<file path="config.mk">
export PLATFORM = sky130hd
export DESIGN_NAME = uart_tx_piso
export DESIGN_NICKNAME = d
export VERILOG_FILES = /design/src/rtl/uart_pkg.sv /design/src/rtl/parity_gen.sv /design/src/rtl/uart_tx_piso.sv
export SDC_FILE = /design/constraint.sdc
export NUM_CORES = 1
export LEC_CHECK = 0
export ABC_AREA = 1
export CAP_MARGIN = 20
export CORE_MARGIN = 2
export CORE_UTILIZATION = 50
export DETAILED_ROUTE_END_ITERATION = 10
export PLACE_DENSITY_LB_ADDON = 0.05
export SLEW_MARGIN = 20
export SYNTH_ARGS = -nofsm -noshare
export SYNTH_HDL_FRONTEND = slang
export SYNTH_SLANG_ARGS = --single-unit
</file>
<file path="constraint.sdc">
create_clock -name BaudOut -period 1.4 [get_ports BaudOut]
set_clock_uncertainty 0.05 [all_clocks]
set_input_delay 0.42 -clock BaudOut [delete_from_list [all_inputs] [get_ports BaudOut]]
set_output_delay 0.42 -clock BaudOut [all_outputs]
set_load 0.03 [all_outputs]
</file>
<file path="src/rtl/uart_pkg.sv">
`default_nettype none
// +----------------------------------------------------------------------------+
// | Module   : uart_pkg                                                        |
// | Purpose  : Shared UART definitions: FSM state encoding, parity mode codes, |
// |            start/stop bit levels and a parity-enable helper. Used by the   |
// |            transmitter and intended for reuse by the receiver.             |
// | Revision : 1.0 - initial release                                           |
// +----------------------------------------------------------------------------+
package uart_pkg;

  typedef enum logic [2:0] {
    ST_IDLE   = 3'd0,
    ST_START  = 3'd1,
    ST_DATA   = 3'd2,
    ST_PARITY = 3'd3,
    ST_STOP   = 3'd4
  } uart_state_t;

  // ParityType codes; 2'b11 is treated as no parity as well.
  localparam logic [1:0] PAR_NONE = 2'b00;
  localparam logic [1:0] PAR_ODD  = 2'b01;
  localparam logic [1:0] PAR_EVEN = 2'b10;

  localparam logic START_BIT = 1'b0;
  localparam logic STOP_BIT  = 1'b1;

  function automatic logic parity_enabled(input logic [1:0] mode);
    return (mode == PAR_ODD) || (mode == PAR_EVEN);
  endfunction

endpackage
`default_nettype wire

</file>
<file path="src/rtl/parity_gen.sv">
`default_nettype none
// +----------------------------------------------------------------------------+
// | Module   : parity_gen                                                      |
// | Purpose  : Combinational parity bit generator for a UART data word.        |
// |            Even mode gives the XOR-reduce of the data, odd mode its        |
// |            complement. The output is meaningless in the no-parity modes.   |
// | Ports    : i_data   [DATA_W] data word                                     |
// |            i_mode   [2]      parity mode (PAR_* codes from uart_pkg)       |
// |            o_parity [1]      parity bit                                    |
// | Revision : 1.0 - initial release                                           |
// +----------------------------------------------------------------------------+
module parity_gen
  import uart_pkg::*;
#(
  parameter int DATA_W = 8
) (
  input  logic [DATA_W-1:0] i_data,
  input  logic [1:0]        i_mode,
  output logic              o_parity
);

  assign o_parity = (^i_data) ^ (i_mode == PAR_ODD);

endmodule
`default_nettype wire

</file>
<file path="src/rtl/uart_tx_piso.sv">
`default_nettype none
// +----------------------------------------------------------------------------+
// | Module   : uart_tx_piso                                                    |
// | Purpose  : UART transmitter, parallel-in serial-out. Sends start bit,      |
// |            DATA_W data bits LSB first, optional parity bit and one stop    |
// |            bit, one bit per rising edge of BaudOut.                        |
// | Ports    : BaudOut    [1]      bit-rate clock                              |
// |            ResetN     [1]      asynchronous active-low reset               |
// |            DataIn     [DATA_W] parallel word to transmit                   |
// |            Send       [1]      transmit request, sampled only in IDLE      |
// |            ParityType [2]      00 none, 01 odd, 10 even, 11 none           |
// |            DataTx     [1]      serial line, idles high                     |
// |            Busy       [1]      high while a frame is in progress           |
// |            Done       [1]      one-cycle pulse after the stop bit          |
// | Revision : 1.0 - initial release                                           |
// +----------------------------------------------------------------------------+
module uart_tx_piso
  import uart_pkg::*;
#(
  parameter int DATA_W = 8
) (
  input  logic              BaudOut,
  input  logic              ResetN,
  input  logic [DATA_W-1:0] DataIn,
  input  logic              Send,
  input  logic [1:0]        ParityType,
  output logic              DataTx,
  output logic              Busy,
  output logic              Done
);

  localparam int CNT_W = $clog2(DATA_W) + 1;

  uart_state_t       r_state;
  uart_state_t       w_state_next;
  logic [CNT_W-1:0]  r_cnt;
  logic [DATA_W-1:0] r_data;      // word latched at accept, feeds parity
  logic [DATA_W-1:0] r_shift;     // bit 0 holds the next data bit to drive
  logic [1:0]        r_par_type;
  logic              r_tx;
  logic              r_busy;
  logic              r_done;
  logic              w_parity;
  logic              w_last_bit;
  logic              w_accept;
  logic              w_tx_next;

  parity_gen #(
    .DATA_W (DATA_W)
  ) u_parity_gen (
    .i_data   (r_data),
    .i_mode   (r_par_type),
    .o_parity (w_parity)
  );

  assign w_accept   = (r_state == ST_IDLE) && Send;
  assign w_last_bit = (r_cnt == CNT_W'(DATA_W - 1));

  // The line is registered, so the value driven here is the level that
  // appears for the whole of the state being entered.
  always_comb begin
    w_state_next = r_state;
    w_tx_next    = STOP_BIT;
    case (r_state)
      ST_IDLE: begin
        if (Send) begin
          w_state_next = ST_START;
          w_tx_next    = START_BIT;
        end
      end
      ST_START: begin
        w_state_next = ST_DATA;
        w_tx_next    = r_shift[0];
      end
      ST_DATA: begin
        if (!w_last_bit) begin
          w_tx_next = r_shift[0];
        end else if (parity_enabled(r_par_type)) begin
          w_state_next = ST_PARITY;
          w_tx_next    = w_parity;
        end else begin
          w_state_next = ST_STOP;
        end
      end
      ST_PARITY: begin
        w_state_next = ST_STOP;
      end
      ST_STOP: begin
        w_state_next = ST_IDLE;
      end
      default: begin
        w_state_next = ST_IDLE;
      end
    endcase
  end

  always_ff @(posedge BaudOut or negedge ResetN) begin
    if (!ResetN) begin
      r_state <= ST_IDLE;
    end else begin
      r_state <= w_state_next;
    end
  end

  always_ff @(posedge BaudOut or negedge ResetN) begin
    if (!ResetN) begin
      r_tx       <= STOP_BIT;
      r_busy     <= 1'b0;
      r_done     <= 1'b0;
      r_cnt      <= '0;
      r_data     <= '1;
      r_shift    <= '1;
      r_par_type <= '1;
    end else begin
      r_tx   <= w_tx_next;
      r_busy <= (w_state_next != ST_IDLE);
      // STOP always leads to IDLE, so this marks the first IDLE cycle.
      r_done <= (r_state == ST_STOP);

      if (w_accept) begin
        r_data     <= DataIn;
        r_shift    <= DataIn;
        r_par_type <= ParityType;
      end else if (w_state_next == ST_DATA) begin
        // Bit 0 was just loaded onto the line; expose the following bit.
        r_shift <= {1'b1, r_shift[DATA_W-1:1]};
      end

      if (r_state == ST_START) begin
        r_cnt <= '0;
      end else if (r_state == ST_DATA) begin
        r_cnt <= r_cnt + CNT_W'(1);
      end
    end
  end

  assign DataTx = r_tx;
  assign Busy   = r_busy;
  assign Done   = r_done;

endmodule
`default_nettype wire
</file>
==> results.txt <==
----------------------------------------------------
[Timing]
  Worst-margin pin slew ... 278 ps
  Final worst setup slack ... -70.8 ps
  Final period util ... 105%
  Top achievable clock speed ... 680 MHz
  Final setup violation count ... 10
  RSZ-0062 raised after global routing ... yes
  Hold violation count in the final report ... 0
  Min cycle time layout ... 1470 ps
  Final count of pins violating max slew ... 0
  Relative slew slack ... 81.3%
  Worst-case hold slack ... 364 ps

[Yosys]
  Count of state elements after synthesis ... 28
  Distinct cell type count of the synthesized netlist ... 31
  Synthesized instance count ... 162
  Netlist area before placement ... 0.00147 sq mm
  Share of synthesized flip-flops with an asynchronous set or reset ... 100%
  Most used DFF post-synth ... dfstp_2
  Seq/Total Area, Yosys ... 49.2%
  Synth warn ... 0
  Number of nets in the synthesized netlist ... 177
  Number of enable flip-flop cells after synthesis ... 0
  Average cell area after synthesis ... 9.08 sq um

[Setup path]
  Critical path's largest stage delay ... 550 ps
  Setup slack on the worst flop-to-flop path ... -70 ps
  Worst Reg2Reg Path Length in Cells ... 8
  Library cell contributing the largest single delay on the critical path ... dfstp_2
  CP Max Fanout ... 1
  Sequence of cells on the critical path ... buf_6
  Critical Path Stages ... 1
  Endpoint required time on the critical path ... 930 ps
  Buffering stage count on the worst path with inverters included ... 1
  Nature of the critical path endpoint ... output pin
  Reg-to-reg endpoint ... r_shift[4]
  Largest delay share family, worst path ... flip-flops
  Crit path launch type ... flop
  CP Class ... flop to output pin
  Data arrival at the endpoint of the critical path ... 1000 ps
  Critical register-to-register path startpoint ... r_cnt[1]

[Power]
  Sw frac ... 41.8%
  Net switching power figure ... 2.11 mW
  Maximum vdd drop ... 1.98 mV
  Leakage power ... 0.918 nW
  Internal cell power ... 2.93 mW
  Proportion of power drawn by the clock network ... 7.9%
  Combinational group share of total power ... 59.2%
  PwrDens ... 2540 mW/mm^2
  Register share of total power ... 33.0%

[Cells and area]
  Area growth syn-to-layout ... 35.2%
  Post-route insts no fill ... 234
  Number of nets at the end of the flow ... 219
  Number of filler cells placed in the layout ... 220
  Fraction of layout instances using a drive strength above 1 ... 49.8%
  Most frequent cells in the layout ... nand2_1, dfstp_2, buf_4
  Antenna diode count ... 0
  Commonest non-fill, non-tap cell in the layout ... nand2_1

[Detailed routing]
  Overall via count from detail_route ... 1,225
  Length of the first detailed-routing pass in iterations ... 4
  Final WL ... 2.99 mm
  Average vias per placed instance ... 5.24
  DRC violations left ... 0
  Antenna violation net count after detailed routing ... 0
  Number of DRC markers after the initial detailed-route iteration ... 18
  Routed WL per cell ... 12.8 um

[Floorplanning]
  Area of the die ... 0.00339 sq mm
  Number of top-level design ports ... 16
  Die H ... 58.2 um
  Number of rows created at floorplan ... 19
  Starting utilization of the core area ... 52.9%
  Core area ... 0.00278 sq mm
  Chip Width ... 58.2 um

[Run status]
  Violations in the final reports ... negative setup slack
  Result of the run ... finished, violations left

[Placed design]
  Count of port buffers added during placement ... 15
  Post-DP HPWL ... 2.08 mm
  Weighted congestion at the end of routability-driven global placement ... 0.675
  Cell count after placement ... 223

[Global route]
  Via count of the first global-routing pass ... 1,287
  Maximum number of pins on one net before global-route repair ... 29
  Total track usage ... 20.1%
  Wire length of the first global-routing pass ... 5.15 mm
  Final global-route overflow total ... 0
  Initial antenna violation count ... 0

[CTS]
  CTS tree ... done
  Clock transition at the register clock pins on the worst setup and hold paths after CTS ... 150 ps
  Number of H-tree levels ... 1
  CTS Buf Count ... 3
  Buffer cell driving the clock tree root ... clkbuf_4
  Hold-fix buffers at CTS ... 0
  CTS sink count ... 28
  Clk_lat worst skew ... 330 ps
  Number of buffers on the longest clock path ... 2

[Worst hold path]
  Path type of the worst min-delay path ... input pin to asynchronous set/reset pin

[Run]
  Max-capacitance violation count ... 0

----------------------------------------------------
==> kinds of logic (layout without fill, tap and decap cells) <==
family / count (synthesis) / after routing / synth area share [%]
simple gates: 82 / 83 / 25.5
flops: 28 / 28 / 49.2
compound gates: 24 / 24 / 13.6
buf+inv: 22 / 62 / 7.57
xor+xnor: 4 / 4 / 2.38
fa+ha+maj: 2 / 2 / 1.70
==> cell usage after synthesis, types with 2 or more instances <==
cell type | count | area share, %
dfrtp_1 | 9 | 15
o21ai_1 | 5 | 1.7
nand3_1 | 6 | 2.0
ha_1 | 2 | 1.7
xor2_1 | 2 | 1.2
nor2_1 | 8 | 2.0
xnor2_1 | 2 | 1.2
o21ai_0 | 5 | 1.7
dfstp_2 | 19 | 34
a31oi_2 | 6 | 5.1
inv_2 | 6 | 1.5
inv_1 | 12 | 3.1
nand2_1 | 58 | 15
nor2_2 | 3 | 1.3
a21oi_1 | 3 | 1.0
==> repair_timing <==
| action | CTS | global route |
|---|---|---|
| pin swaps | 1 | 12 |
| endpoints found under the setup margin | 10 | 23 |
| resized for setup | 12 | 29 |
| endpoints found under the hold margin | 0 | 0 |
| gates cloned | 1 | 0 |
| buffers inserted | 2 | 4 |
==> power by group through the flow <==
stage	clock, mW	sequential, mW	combinational [mW]
final	0.397	1.66	2.98
after CTS	0.411	1.63	2.66
after global placement	0	1.61	2.32
after global routing	0.439	1.70	3.30
after detailed placement	0	1.63	2.40
after floorplan	0	1.66	1.69
==> flip-flops by register name, indices dropped and copies added (netlist names) <==
register and count:
r_data 8, r_state 3, r_cnt 4, r_par_type 2
r_shift 8, Done 1, DataTx 1, Busy 1
==> layout make-up <==
cell class | count | area (sq um) | share of cell area, %
clock buffers | 4 | 36.3 | 1.82
well taps | 31 | 38.8 | 1.95
multi-input cells | 113 | 748 | 37.6
inverters | 19 | 75.1 | 3.77
repair buffers | 39 | 365 | 18.4
flip-flops and latches | 28 | 726 | 36.5
==> per-layer routing <==
| layer | up-vias | GRT usage, % | part of all wire [%] |
|---|---|---|---|
| met5 | - | 0 | 0 |
| met4 | 0 | 7.64 | 1.7 |
| met3 | 6 | 3.79 | 3.5 |
| met2 | 24 | 37.2 | 53 |
| met1 | 595 | 22.6 | 41 |
| li1 | 600 | - | - |
==> stage by stage <==
step	worst slack [ps]	cell area (sq um)	util, %	total power [mW]	TNS, ps
global route	-158	1990	71.5	5.44	-1440
finish	-70.8	1990	71.5	5.04	-498
floorplan	-1.90	1470	-	3.34	-3.66
global placement	-288	1760	63.3	3.93	-4790
CTS	-91.3	1880	67.5	4.70	-785
detailed placement	-349	1760	63.3	4.03	-5640
==> worst max-delay path by stage <==
stage | start | endpoint | slack (ps)
finish | DataTx | DataTx | -70
global route | r_cnt[1] | r_shift[3] | -160
CTS | r_cnt[0] | r_shift[5] | -90
detailed placement | Send | r_shift[6] | -350
global placement | Send | r_shift[0] | -290
floorplan | r_cnt[0] | r_shift[6] | -2
No activity file was read; power rests on OpenSTA's default activity.
